**src/rtl/bcd_serial_subtractor.sv**
```systemverilog
// Digit-serial packed-BCD subtractor (A - B - bin), one digit per clock, LSD first.
// Define BCD_SUB_SIGN_MAG_EN to return sign/magnitude instead of ten's complement on a negative result.
module bcd_serial_subtractor #(
  parameter int DIGITS = 4
) (
  input  logic                clk,
  input  logic                rst_n,
  input  logic                start,
  input  logic [4*DIGITS-1:0] a,
  input  logic [4*DIGITS-1:0] b,
  input  logic                bin,
  output logic                busy,
  output logic                done,
  output logic [4*DIGITS-1:0] diff,
  output logic                bout,
  output logic                invalid,
  output logic                neg
);

  localparam int W = 4 * DIGITS;
  localparam int IDX_W = (DIGITS > 1) ? $clog2(DIGITS) : 1;
  localparam logic [IDX_W-1:0] LAST_IDX = IDX_W'(DIGITS - 1);

  typedef enum logic [1:0] {
    IDLE = 2'd0,
`ifdef BCD_SUB_SIGN_MAG_EN
    COMP = 2'd2,
`endif
    RUN  = 2'd1,
    DONE = 2'd3
  } state_t;

  // One digit of x - y - bw: returns {borrow_out, bcd_digit}.
  function automatic logic [4:0] digit_sub(input logic [3:0] x, input logic [3:0] y, input logic bw);
    logic [4:0] t;
    t = {1'b0, x} - {1'b0, y} - {4'b0000, bw};
    if (t[4]) begin
      digit_sub = {1'b1, t[3:0] + 4'd10};
    end else begin
      digit_sub = {1'b0, t[3:0]};
    end
  endfunction

  state_t           state_r, state_next_s;
  logic [W-1:0]     a_sh_r, b_sh_r, res_r, res_next_s;
  logic [IDX_W-1:0] idx_r;
  logic             borrow_r, inv_acc_r;
  logic [4:0]       step_s;
  logic             last_s, inv_now_s, accept_s;

  assign step_s     = digit_sub(a_sh_r[3:0], b_sh_r[3:0], borrow_r);
  assign res_next_s = (res_r >> 3'd4) | (W'(step_s[3:0]) << (W - 4));
  assign last_s     = (idx_r == LAST_IDX);
  assign inv_now_s  = inv_acc_r | (a_sh_r[3:0] > 4'd9) | (b_sh_r[3:0] > 4'd9);
  assign accept_s   = start && ((state_r == IDLE) || (state_r == DONE));

`ifdef BCD_SUB_SIGN_MAG_EN
  logic to_comp_s;
  logic neg_r;
  assign to_comp_s = (state_r == RUN) && last_s && step_s[4] && !inv_now_s;
  assign neg       = neg_r;
`else
  assign neg = 1'b0;
`endif

  // State register.
  always_ff @(posedge clk or negedge rst_n) begin
    if (!rst_n) begin
      state_r <= IDLE;
    end else begin
      state_r <= state_next_s;
    end
  end

  // Next-state logic.
  always_comb begin
    state_next_s = state_r;
    case (state_r)
      IDLE: begin
        if (start) state_next_s = RUN;
        else       state_next_s = IDLE;
      end
      RUN: begin
        if (!last_s) begin
          state_next_s = RUN;
        end else begin
`ifdef BCD_SUB_SIGN_MAG_EN
          if (to_comp_s) state_next_s = COMP;
          else           state_next_s = DONE;
`else
          state_next_s = DONE;
`endif
        end
      end
`ifdef BCD_SUB_SIGN_MAG_EN
      COMP: begin
        if (last_s) state_next_s = DONE;
        else        state_next_s = COMP;
      end
`endif
      DONE: begin
        if (start) state_next_s = RUN;
        else       state_next_s = IDLE;
      end
      default: state_next_s = IDLE;
    endcase
  end

  // Operand shifters, borrow chain, digit counter and handshake flags.
  always_ff @(posedge clk or negedge rst_n) begin
    if (!rst_n) begin
      a_sh_r    <= '0;
      b_sh_r    <= '0;
      res_r     <= '0;
      idx_r     <= '0;
      borrow_r  <= 1'b0;
      inv_acc_r <= 1'b0;
      busy      <= 1'b0;
      done      <= 1'b0;
    end else begin
      done <= (state_next_s == DONE);
`ifdef BCD_SUB_SIGN_MAG_EN
      busy <= (state_next_s == RUN) || (state_next_s == COMP);
`else
      busy <= (state_next_s == RUN);
`endif
      if (accept_s) begin
        a_sh_r    <= a;
        b_sh_r    <= b;
        borrow_r  <= bin;
        idx_r     <= '0;
        inv_acc_r <= 1'b0;
`ifdef BCD_SUB_SIGN_MAG_EN
      end else if (to_comp_s) begin
        // Negate the raw result serially: 0 - result.
        a_sh_r    <= '0;
        b_sh_r    <= res_next_s;
        borrow_r  <= 1'b0;
        idx_r     <= '0;
        inv_acc_r <= inv_now_s;
      end else if (state_r == COMP) begin
        a_sh_r   <= a_sh_r >> 3'd4;
        b_sh_r   <= b_sh_r >> 3'd4;
        borrow_r <= step_s[4];
        res_r    <= res_next_s;
        idx_r    <= idx_r + IDX_W'(1'b1);
`endif
      end else if (state_r == RUN) begin
        a_sh_r    <= a_sh_r >> 3'd4;
        b_sh_r    <= b_sh_r >> 3'd4;
        borrow_r  <= step_s[4];
        res_r     <= res_next_s;
        idx_r     <= idx_r + IDX_W'(1'b1);
        inv_acc_r <= inv_now_s;
      end
    end
  end

  // Result outputs, updated only on the edge entering DONE.
  always_ff @(posedge clk or negedge rst_n) begin
    if (!rst_n) begin
      diff    <= '0;
      bout    <= 1'b0;
      invalid <= 1'b0;
`ifdef BCD_SUB_SIGN_MAG_EN
      neg_r   <= 1'b0;
`endif
    end else if ((state_r == RUN) && (state_next_s == DONE)) begin
      diff    <= res_next_s;
      bout    <= step_s[4];
      invalid <= inv_now_s;
`ifdef BCD_SUB_SIGN_MAG_EN
      neg_r   <= 1'b0;
    end else if ((state_r == COMP) && (state_next_s == DONE)) begin
      diff    <= res_next_s;
      bout    <= 1'b1;
      invalid <= 1'b0;
      neg_r   <= 1'b1;
`endif
    end
  end

endmodule

```
**config.mk**
```make
export PLATFORM = sky130hd
export DESIGN_NAME = bcd_serial_subtractor
export DESIGN_NICKNAME = d
export VERILOG_FILES = /design/src/rtl/bcd_serial_subtractor.sv
export SDC_FILE = /design/constraint.sdc
export NUM_CORES = 1
export LEC_CHECK = 0
export ABC_AREA = 1
export BUFFER_PORTS_ARGS = -buffer_cell sky130_fd_sc_hd__buf_2
export CORE_ASPECT_RATIO = 0.9
export CORE_MARGIN = 8
export CORE_UTILIZATION = 40
export CTS_CLUSTER_DIAMETER = 60
export DETAILED_ROUTE_END_ITERATION = 10
export PLACE_DENSITY = 0.65
export SYNTH_ARGS = -nofsm -noshare
export SYNTH_HDL_FRONTEND = slang
export SYNTH_SLANG_ARGS = --single-unit
```
**constraint.sdc**
```tcl
create_clock -name clk -period 2.8 [get_ports clk]
set_input_delay 0.56 -clock clk [delete_from_list [all_inputs] [get_ports clk]]
set_output_delay 0.56 -clock clk [all_outputs]
set_load 0.03 [all_outputs]
```
Word level (Yosys, flattened, before mapping)
Cells that the tools add are included.
{"block": "word_totals", "register_bits": 74, "input_bits": 36, "output_inout_bits": 21}
{"block": "op_classes", "add_sub_neg": 4, "n_lt_le_gt_ge": 2, "eq_ne": 5, "n_mux": 14, "n_bitwise": 4, "n_reduce_logical": 7}
{"cell": "16-bit two-way mux", "n": 4}
{"cell": "12-bit by 16-bit bitwise OR with 16-bit output", "n": 1}
{"cell": "4-bit greater-than comparator (second input constant)", "n": 2}
{"cell": "2-bit equality test (second input constant)", "n": 3}
{"cell": "2-bit two-way mux", "n": 3}
{"cell": "1-bit two-way mux", "n": 5}
{"cell": "5-bit two-way mux", "n": 1}
{"cell": "4-bit by 4-bit subtractor with 5-bit output", "n": 1}
{"cell": "5-bit by 1-bit subtractor with 5-bit output", "n": 1}
{"cell": "4-bit adder (second input constant)", "n": 1}
{"cell": "2-bit by 1-bit equality test with 1-bit output (second input constant)", "n": 2}
{"cell": "2-bit case mux with 2 select lines", "n": 1}
{"cell": "2-bit by 1-bit adder with 2-bit output (second input constant)", "n": 1}
{"cell": "1-bit logical AND", "n": 2}
{"cell": "2-bit logical NOT", "n": 1}
{"cell": "1-bit bitwise OR", "n": 2}
{"cell": "2-bit AND reduction", "n": 1}
{"cell": "2-bit nonzero test", "n": 1}
{"cell": "2-bit OR reduction", "n": 1}
{"cell": "1-bit logical OR", "n": 1}
{"cell": "1-bit NOT", "n": 1}

Longest topological paths before layout
Gate-level depths: netlist (run 1).
{"block": "logic_depth", "depth_word": 6, "ltp_mapped": 13, "ltp_nobuf": 13}

Least setup slack after synthesis (run 1)
OpenSTA, ideal clock, no wires.
{"block": "synth_timing", "path_kind": "reg-to-reg", "from": "reg a_sh_r[0]", "to": "reg res_r[14]", "setup_ps": 133, "t_arrival_ps": 1939, "slack_ps": 727, "stages_incl_launch_ff": 11, "period_less_slack_ps": 2073, "path_cell_list": "dfrtp_1 fa_1 fa_1 nand2_1 and2_1 inv_1 ha_1 inv_1 nand2_1 nand3_1 o21ai_0"}
{"block": "synth_between", "elab_chain_len": 5}
{"element": "from (decl)", "line": "45", "source": "logic [W-1:0] a_sh_r, b_sh_r, res_r, res_next_s;"}
{"element": "from (signal assigned)", "line": "149", "source": "a_sh_r <= a_sh_r >> 3'd4;"}
{"element": "4-bit by 4-bit subtractor with 5-bit output *", "line": "36", "source": "t = {1'b0, x} - {1'b0, y} - {4'b0000, bw};"}
{"element": "5-bit by 1-bit subtractor with 5-bit output *", "line": "36"}
{"element": "4-bit adder", "line": "38", "source": "digit_sub = {1'b1, t[3:0] + 4'd10};"}
{"element": "5-bit two-way mux *", "line": "37", "source": "if (t[4]) begin"}
{"element": "12-bit by 16-bit bitwise OR with 16-bit output *", "line": "52", "source": "assign res_next_s = (res_r >> 3'd4) | (W'(step_s[3:0]) << (W - 4));"}
{"element": "to (signal assigned)", "line": "152", "source": "res_r <= res_next_s;"}
{"element": "to (decl)", "line": "45"}
Every way passes the cells marked *; elsewhere a longest branch is shown, timed or not.
A chain may end at the register's enable or synchronous reset.

Worst setup path in the final report (run 1)
Ends and elaborated chain as after synthesis.

==> implementation parameters, run 1 <==
Parameter                              Value

Setup path
  Worst stage delay on the critical path    approximately 480 ps
  Cells along the critical path    fa_1 > fa_1 > inv_1 > nand2_1 > and2_1 > inv_1 > ha_1 > inv_1 > nand2_1 > nand3_1 > o21ai_0
  Category of the worst setup path launch point    register
  Depth of the worst register-to-register path    11
  Data required time at the worst endpoint    between 3000 and 4000 ps
  Most Frequent Cell on Critical Path    sky130_fd_sc_hd__inv_1
  R2r endpoint    res_r[14]
  Setup CP Type    register to register
  Arrival time worst endpoint    between 2000 and 2500 ps
  Crit path max fanout    2
  Critical Path Start    a_sh_r[0]
  Kind of capture point of the worst setup path    register
  Slowest cell on the critical path    sky130_fd_sc_hd__fa_1
  Family of cells with the greatest summed delay on the critical path    adder cells
  Register-to-register setup slack    600 ps
  Startpoint of the worst register-to-register path    a_sh_r[0]
  Combined buffer and inverter count along the critical path    3

Timing
  Highest achievable clock rate    0.454 GHz
  Max transition margin    0.419
  Count of endpoints failing setup in the final report    0
  Minimum hold slack    405 ps
  Number of max-slew violations in the final report    0
  Final-layout setup total negative slack    0 ps
  Time the final worst path needs with I/O delays and setup    approximately 2200 ps
  Slew @ Worst Pin    slightly below 900 ps
  Worst setup margin    approximately 600 ps
  Final period util    0.787
  Number of hold-slack violations in the final timing report    0
  Worst clock skew    7.49 ps
  Setup repair after global routing missed its margin    false

Synthesis
  Post-synthesis sequential area ratio    0.552
  Main synth FF type    sky130_fd_sc_hd__dfrtp_1
  Number of instances in the synthesized netlist    approximately 340
  Yosys warnings    0
  Cell area after technology mapping    ~3200 um2
  Mean cell area of the mapped netlist    9.22 um2
  Synthesized net count    392
  Post-synth EDFFs    0
  Async set-reset flop share out of synthesis    1.00
  Number of synthesized register bits    70
  Number of different library cells in the post-synthesis netlist    27

Place
  Pre-CTS setup slack    624 ps
  Cell count after placement    489
  Count of input and output buffers    55
  Total half-perimeter wirelength after legalization and detailed placement    4.58 mm
  Placed cell area    3510 um2
  Placer congestion estimate    0.777

Finish
  Synth-to-Final Area Change    16.1%
  Design Area, Final    approximately 3700 um2
  Post-route core utilization    0.468
  Number of nets at the end of the flow    449
  Count of inserted antenna diode cells    0
  Final non-filler cell total    about 510
  Ratio of cells with drive above 1 in the final layout    0.219

Routing
  Via count    roughly 2300
  DRC viols    0
  Routed WL    roughly 6.4 mm
  1st-pass router iterations    4
  Antenna viol nets, final    0
  DR iter-0 viols    approximately 120
  Post-detailed-route wirelength per cell    roughly 13 um
  Ratio of routed vias to standard cells    approximately 4.6

Clock network
  # Post-CTS Setup Buffers    0
  Clock tree root driver cell    sky130_fd_sc_hd__clkbuf_8
  Total clock buffers created by CTS    9
  Clock transition time at the flip-flop clock pins of the worst setup and hold paths    around 70 ps
  Bufs on Longest Clock Path    2
  H-tree levels    3
  Resize count post-CTS    0
  Clock tree sinks    70
  CTS tree    built
  Clock latency of the later-clocked register in the worst-skew pair    340 ps
  Hold-fix buffers, CTS    0

Worst hold path
  HP Class    input port to asynchronous set/reset pin

Global route
  Remaining global-route overflow    0
  Number of antenna violations at the first check in global routing    0
  Number of global-route vias before repair    2411
  Maximum number of pins on one net before global-route repair    71
  Global-route wire length before repair    11.1 mm
  Global Route Usage Sum    0.128

Die
  Horizontal die dimension    roughly 110 um
  Overall die area    ~11000 um2
  Initial core utilization    0.403
  Die Height    ~100 um
  Core box area    just under 8000 um2
  Number of ports placed on the die boundary    57
  Row Count    31

Power and ir drop
  Total leakage power    ~1.9 nW
  PD cells    approximately 1300 nW/um2
  Post-layout total power    ~4.7 mW
  Peak supply drop    0.389 mV

Job
  Maxcap violations    0

Outcome
  Outcome    finished, final reports clean
how the worst max path moves through the flow:
stage                           end  cells after the start  slack, ps
after global routing      res_r[14]                     11        430
after global placement    res_r[14]                     11        660
after detailed placement  res_r[14]                     11        620
after CTS                 res_r[14]                     11        610
final                     res_r[14]                     11        600
after floorplan           res_r[14]                     10        730
area by class of cell:
type                    instances  area, um2
clock buffers                  12        145
fillers                       781       4190
clock inverters                 4       22.5
flip-flops and latches         70       1750
inverters                      58        218
well taps                      99        124
repair buffers                 60        313
multi-input cells             202       1110
routing by layer:
metal,GRT usage,vias up,routed length (um)
met3,0.0505,10,432
met5,0,-,0
li1,-,1208,-
met1,0.174,1064,3260
met4,0.0363,0,76
met2,0.182,65,2650
kinds of logic after synthesis:
logic type,after synthesis,share of synthesized area
flops,70,0.552
simple gates,128,0.159
fa+ha+maj,12,0.0521
other cells,1,0.00118
buf+inv,72,0.0982
xor+xnor,1,0.00276
compound gates,60,0.135
state kept, by name, summed over array words and instances, names as in the netlist:
register / count
a_sh_r: 16
idx_r: 2
bout: 1
busy: 1
inv_acc_r: 1
invalid: 1
b_sh_r: 16
borrow_r: 1
done: 1
res_r: 12
diff: 16
state_r: 2
Yosys cell counts (all sizes together), types with 2 or more instances:
cell type	count	share of area
o211ai	7	0.017
a22o	2	0.0055
fa	2	0.013
inv	57	0.067
o221ai	16	0.044
dfrtp	70	0.55
nand2	110	0.13
nand3	11	0.017
nor2	5	0.0067
a21oi	2	0.0032
o21ai	31	0.061
buf	7	0.021
ha	10	0.039
clkbuf	7	0.0083
where the power goes:
group          internal (mW)  switching [mW]  total [mW]
sequential              1.45           0.184        1.64
combinational          0.797            1.59        2.38
clock                  0.342           0.365       0.706
total                   2.59            2.14        4.73
cell usage in the layout (no fill, tap or decap), types with 2 or more instances in the layout:
master	n
sky130_fd_sc_hd__a21oi_1	2
sky130_fd_sc_hd__a22o_1	2
sky130_fd_sc_hd__buf_2	55
sky130_fd_sc_hd__buf_4	5
sky130_fd_sc_hd__clkbuf_1	2
sky130_fd_sc_hd__clkbuf_8	10
sky130_fd_sc_hd__clkinv_2	3
sky130_fd_sc_hd__dfrtp_1	70
sky130_fd_sc_hd__fa_1	2
sky130_fd_sc_hd__ha_1	10
sky130_fd_sc_hd__inv_1	54
sky130_fd_sc_hd__inv_2	3
sky130_fd_sc_hd__nand2_1	109
sky130_fd_sc_hd__nand3_1	11
sky130_fd_sc_hd__nor2_1	4
sky130_fd_sc_hd__o211ai_1	7
sky130_fd_sc_hd__o21ai_0	20
sky130_fd_sc_hd__o21ai_2	10
sky130_fd_sc_hd__o221ai_1	16
worst reg2reg max path, cell delays in order (launching register included):
cell and delay [ps]:
sky130_fd_sc_hd__dfrtp_1 400, sky130_fd_sc_hd__fa_1 480, sky130_fd_sc_hd__fa_1 400, sky130_fd_sc_hd__inv_1 70, sky130_fd_sc_hd__nand2_1 60, sky130_fd_sc_hd__and2_1 150
sky130_fd_sc_hd__inv_1 60, sky130_fd_sc_hd__ha_1 220, sky130_fd_sc_hd__inv_1 50, sky130_fd_sc_hd__nand2_1 60, sky130_fd_sc_hd__nand3_1 70, sky130_fd_sc_hd__o21ai_0 70
Note: power is estimated with default switching activity, not from simulation.
==> inputs of run 2 (changes only) <==
PLACE_DENSITY = 0.68   (was 0.65)
clock period = 1.8 ns   (was 2.8 ns; I/O delays follow)
==> run 2 against run 1 <==
- the flow now finishes with violations (negative hold slack, negative setup slack)
- global-route usage grew 0.90 points
- die area unchanged
- power increased by 82%
- non-clock buffer count increased by 17
- sequential power grew 55%
- register-to-register slack lost 780 ps
- clock power increased by 93%
- maximum frequency rose by 11%
- critical endpoint unchanged
- largest cell class unchanged
==> implementation parameters, run 2 (synthesis results as in run 1) <==
Parameter                              Value

Setup path
  Setup CP Type    register to register
  Most Frequent Cell on Critical Path    sky130_fd_sc_hd__inv_2
  Arrival time worst endpoint    2200 ps
  Slowest cell on the critical path    sky130_fd_sc_hd__fa_2
  Kind of capture point of the worst setup path    register
  Cells along the critical path    inv_2 > fa_2 > fa_2 > inv_2 > nand2_2 > and2_4 > inv_4 > ha_4 > inv_2 > nand2_2 > nand3_2 > o21ai_1
  Category of the worst setup path launch point    register
  Crit path max fanout    2
  Data required time at the worst endpoint    2020 ps
  Worst stage delay on the critical path    between 400 and 500 ps

Timing
  Number of hold-slack violations in the final timing report    5
  Time the final worst path needs with I/O delays and setup    approximately 2000 ps
  Highest achievable clock rate    between 0.5 and 0.6 GHz
  Final period util    1.10
  Setup repair after global routing missed its margin    true
  Count of endpoints failing setup in the final report    8
  Worst setup margin    -180 ps
  Number of max-slew violations in the final report    0
  Slew @ Worst Pin    around 540 ps
  Minimum hold slack    -4.40 ps
  Max transition margin    0.637
  Worst clock skew    9.98 ps

Clock network
  Bufs on Longest Clock Path    2
  Clock tree sinks    70
  Clock transition time at the flip-flop clock pins of the worst setup and hold paths    roughly 70 ps
  CTS tree    built
  Total clock buffers created by CTS    9
  Clock tree root driver cell    sky130_fd_sc_hd__clkbuf_8
  Clock latency of the later-clocked register in the worst-skew pair    around 340 ps
  H-tree levels    3
  Hold-fix buffers, CTS    0

Finish
  FF+latch area    around 1800 um2
  Count of inserted antenna diode cells    0
  Final non-filler cell total    between 500 and 600
  Most frequent cells in the layout    99 x sky130_fd_sc_hd__nand2_1, 70 x sky130_fd_sc_hd__dfrtp_1, 55 x sky130_fd_sc_hd__buf_2, 49 x sky130_fd_sc_hd__inv_1, 21 x sky130_fd_sc_hd__buf_4
  Ratio of cells with drive above 1 in the final layout    0.317
  Largest registers in the final layout    a_sh_r: 16 flops, b_sh_r: 16 flops, diff: 16 flops
  Multi-input gate area in the final layout    between 1000 and 1500 um2
  Synth-to-Final Area Change    24.9%
  Most common cell after layout, fill and taps aside    sky130_fd_sc_hd__nand2_1
  Number of nets at the end of the flow    between 400 and 500
  Filler instances    between 700 and 800

Routing
  Routed WL    ~7 mm
  Ratio of routed vias to standard cells    about 4.7
  Via count    2460
  Post-detailed-route wirelength per cell    approximately 13 um
  DR iter-0 viols    slightly above 80
  1st-pass router iterations    4
  DRC viols    0
  Antenna viol nets, final    0

Outcome
  Failing checks    negative hold slack, negative setup slack
  Outcome    finished, violations left

Place
  Cell count after placement    just over 500
  Count of input and output buffers    between 50 and 60
  Placer congestion estimate    approximately 0.8
  Total half-perimeter wirelength after legalization and detailed placement    slightly below 5 mm

Global route
  Global-route wire length before repair    around 12 mm
  Maximum number of pins on one net before global-route repair    29
  Number of antenna violations at the first check in global routing    0
  Number of global-route vias before repair    about 2700
  Remaining global-route overflow    0
  Global Route Usage Sum    0.137

Power and ir drop
  Total leakage power    between 2 and 2.5 nW
  Peak supply drop    between 0.7 and 0.8 mV
  PD cells    roughly 2200 nW/um2
  Post-layout total power    about 8.6 mW

Die
  Row Count    31
  Initial core utilization    0.403
  Horizontal die dimension    110 um
  Overall die area    roughly 11000 um2
  Core box area    ~8000 um2
  Number of ports placed on the die boundary    57
  Die Height    100 um

Job
  Maxcap violations    0

Worst hold path
  HP Class    input port to asynchronous set/reset pin
-- run 2: critical path: cells and delay by family, from the launching register on --
family,cells,cell delay (ps)
adders and majority gates,3,960
buffers and inverters,4,210
and+or+nand+nor,4,320
AOI/OAI and AO/OA,1,60
DFF,1,340
-- run 2: power breakdown --
| group | internal (mW) | switching [mW] | total (mW) |
|---|---|---|---|
| registers | 2.26 | 0.280 | 2.54 |
| logic | 1.78 | 2.92 | 4.70 |
| clock network | 0.778 | 0.581 | 1.36 |
| total | 4.82 | 3.78 | 8.60 |
-- run 2: final timing paths --
path	from	cells past startpoint	endpoint	slack [ps]
worst min-delay path	rst_n	1	diff[12]	-4
min in group clk	a[14]	3	a_sh_r[14]	220
worst max register to register	borrow_r	12	res_r[14]	-180
worst min register to register	diff[1]	2	diff[1]	480
max in group asynchronous	rst_n	2	diff[8]	1220
worst max-delay path	borrow_r	12	res_r[14]	-180
-- run 2: metrics by stage --
stage               setup slack, ps  instance area [um2]  hold slack [ps]  utilization  TNS [ps]
floorplan                      -142                 3180             64.4            -      -415
global placement               -198                 3650              378        0.464      -930
detailed placement             -266                 3650              379        0.464     -1470
CTS                            -242                 3930             8.92        0.499     -1470
global route                   -267                 3960             26.7        0.503     -1800
finish                         -180                 3960            -4.40        0.503     -1030
-- run 2: area by class of cell --
| type | count | share of cell area |
|---|---|---|
| Timing Repair Buffer | 77 | 0.114 |
| Sequential cell | 70 | 0.442 |
| Inverter | 58 | 0.0562 |
| Multi-Input combinational cell | 202 | 0.302 |
| Clock inverter | 6 | 0.0218 |
| Clock buffer | 10 | 0.0322 |
| Tap cell | 99 | 0.0313 |
-- run 2: timing repair --
item	CTS	global route
buffers inserted	1	0
resized for setup	21	8
pin swaps	7	8
endpoints found under the setup margin	8	8
hold endpoints to repair	0	0
-- run 2: metal layers --
layer	track usage	wire (um)	vias to the layer above
li1	-	-	1247
met4	0.0249	21	0
met5	0	0	-
met3	0.0563	581	3
met1	0.174	3270	1135
met2	0.215	3090	75
==> inputs of run 3 (changes only) <==
CORE_UTILIZATION = 44   (was 40)
CTS_BUF_LIST = sky130_fd_sc_hd__clkbuf_16   (was not set)
PLACE_DENSITY = 0.73   (was 0.68)
SETUP_SLACK_MARGIN = 0.02   (was not set)
==> run 3 against run 2 <==
- the run ends with negative setup slack left
- flip-flop and latch count did not move
- core utilization increased by 7.1 points
- register-to-register slack about the same
- critical path type unchanged
- largest cell class unchanged
- highest routed layer unchanged
==> implementation parameters, run 3 (synthesis results as in run 1) <==
Parameter                              Value

Outcome
  Outcome    finished, violations left
  Failing checks    negative setup slack

Routing
  Via count    2482
  Post-detailed-route wirelength per cell    between 10 and 15 um
  Ratio of routed vias to standard cells    4.82
  Routed WL    around 7 mm
  1st-pass router iterations    4
  DR iter-0 viols    100
  Antenna viol nets, final    0
  DRC viols    0

Setup path
  Setup CP Type    register to register
  Worst stage delay on the critical path    about 400 ps
  Slowest cell on the critical path    sky130_fd_sc_hd__fa_2
  Category of the worst setup path launch point    register
  Most Frequent Cell on Critical Path    sky130_fd_sc_hd__inv_2
  Combined buffer and inverter count along the critical path    4
  Arrival time worst endpoint    2190 ps
  Kind of capture point of the worst setup path    register
  Data required time at the worst endpoint    about 2000 ps
  Cells along the critical path    inv_2 > fa_2 > fa_2 > inv_2 > nand2_2 > and2_4 > inv_2 > ha_4 > inv_2 > nand2_2 > nand3_2 > o21ai_1
  Crit path max fanout    2
  Family of cells with the greatest summed delay on the critical path    adder cells

Timing
  Max transition margin    0.657
  Final period util    1.11
  Count of endpoints failing setup in the final report    8
  Worst setup margin    -189 ps
  Highest achievable clock rate    around 0.50 GHz
  Worst clock skew    about 5.4 ps
  Time the final worst path needs with I/O delays and setup    slightly below 2000 ps
  Setup repair after global routing missed its margin    true
  Number of max-slew violations in the final report    0
  Minimum hold slack    between 200 and 250 ps
  Slew @ Worst Pin    between 500 and 600 ps
  Number of hold-slack violations in the final timing report    0

Clock network
  H-tree levels    3
  Clock transition time at the flip-flop clock pins of the worst setup and hold paths    60 ps
  Clock tree root driver cell    sky130_fd_sc_hd__clkbuf_16
  CTS tree    built
  Bufs on Longest Clock Path    2
  Clock tree sinks    70
  Clock latency of the later-clocked register in the worst-skew pair    between 300 and 400 ps
  Total clock buffers created by CTS    9

Die
  Row Count    29
  Initial core utilization    0.453
  Overall die area    roughly 10000 um2
  Die Height    approximately 97 um
  Horizontal die dimension    about 110 um
  Core box area    about 7000 um2
  Number of ports placed on the die boundary    57

Finish
  Ratio of cells with drive above 1 in the final layout    0.301
  Most common cell after layout, fill and taps aside    sky130_fd_sc_hd__nand2_1
  Design Area, Final    about 4000 um2
  Most frequent cells in the layout    99 x sky130_fd_sc_hd__nand2_1, 70 x sky130_fd_sc_hd__dfrtp_1, 55 x sky130_fd_sc_hd__buf_2, 50 x sky130_fd_sc_hd__inv_1
  Post-route core utilization    0.574
  Filler instances    around 600
  Number of nets at the end of the flow    ~470
  Largest registers in the final layout    a_sh_r: 16 flops, b_sh_r: 16 flops, diff: 16 flops
  Count of inserted antenna diode cells    0
  Synth-to-Final Area Change    26.7%

Job
  Maxcap violations    0

Power and ir drop
  Post-layout total power    just under 9 mW
  Total leakage power    approximately 2 nW
  PD cells    2200 nW/um2
  Peak supply drop    approximately 0.77 mV

Global route
  Global-route wire length before repair    roughly 12 mm
  Number of global-route vias before repair    2630
  Maximum number of pins on one net before global-route repair    33
  Number of antenna violations at the first check in global routing    0
  Global Route Usage Sum    0.149
  Remaining global-route overflow    0

Place
  Count of input and output buffers    55
  Total half-perimeter wirelength after legalization and detailed placement    4.91 mm
  Placed cell area    between 3000 and 4000 um2
  Pre-CTS setup slack    -266 ps
  Placer congestion estimate    ~0.82

Worst hold path
  HP Class    input port to register
[run 3: cell types whose count changed in the layout (fill, tap and decap cells not counted), sizes merged]
cell and delta:
bufinv -1, clkbuf -1, clkinv -3, clkinvlp +2, inv +3, buf -2
dlygate4sd3 +1
[run 3: layout make-up]
cell class / count / area [um2] / share of cell area
Clock buffer: 9 / 225 / 0.0560
Multi-Input combinational cell: 202 / 1170 / 0.292
Clock inverter: 7 / 73.8 / 0.0184
Sequential cell: 70 / 1750 / 0.436
Timing Repair Buffer: 76 / 460 / 0.115
Inverter: 58 / 218 / 0.0542
Tap cell: 93 / 116 / 0.0289
[run 3: final timing paths]
path                           from    endpoint  slack (ps)  cells after the start
hold reg to reg             diff[0]     diff[0]         470                      2
setup / recovery           borrow_r   res_r[14]        -190                     12
min in group asynchronous     rst_n   b_sh_r[5]         520                      2
setup reg to reg           borrow_r   res_r[14]        -190                     12
max in group asynchronous     rst_n   b_sh_r[3]         750                      3
hold / removal                b[15]  b_sh_r[15]         230                      3
[run 3: tightest hold or removal path, stage by stage]
cell                      delay [ps]
sky130_fd_sc_hd__buf_2            70
sky130_fd_sc_hd__nand2_1          40
sky130_fd_sc_hd__o21ai_0          60
[run 3: routing by layer]
layer,routed length [um],track usage,share of wire
met2,3200,0.245,0.46
met5,0,0,0
met1,3190,0.175,0.46
met3,483,0.0597,0.069
met4,117,0.0526,0.017
[run 3: repair_timing]
action                                  CTS  global route
cloned                                    0             0
gates resized for setup                  10            12
hold buffers                              1             0
endpoints found under the setup margin    8             9
pin swaps                                 8             6
endpoints found under the hold margin    13             0
setup buffers                             0             1
[run 3: where the power goes]
group,switching [mW],internal [mW]
Clock,0.679,1.08
Combinational,2.84,1.71
Sequential,0.286,2.26
Total,3.81,5.05
[run 3: metrics by stage]
stage	cells	setup TNS, ps
finish	515	-1040
floorplan	344	-415
global route	515	-1860
global placement	497	-933
detailed placement	497	-1420
CTS	514	-1780
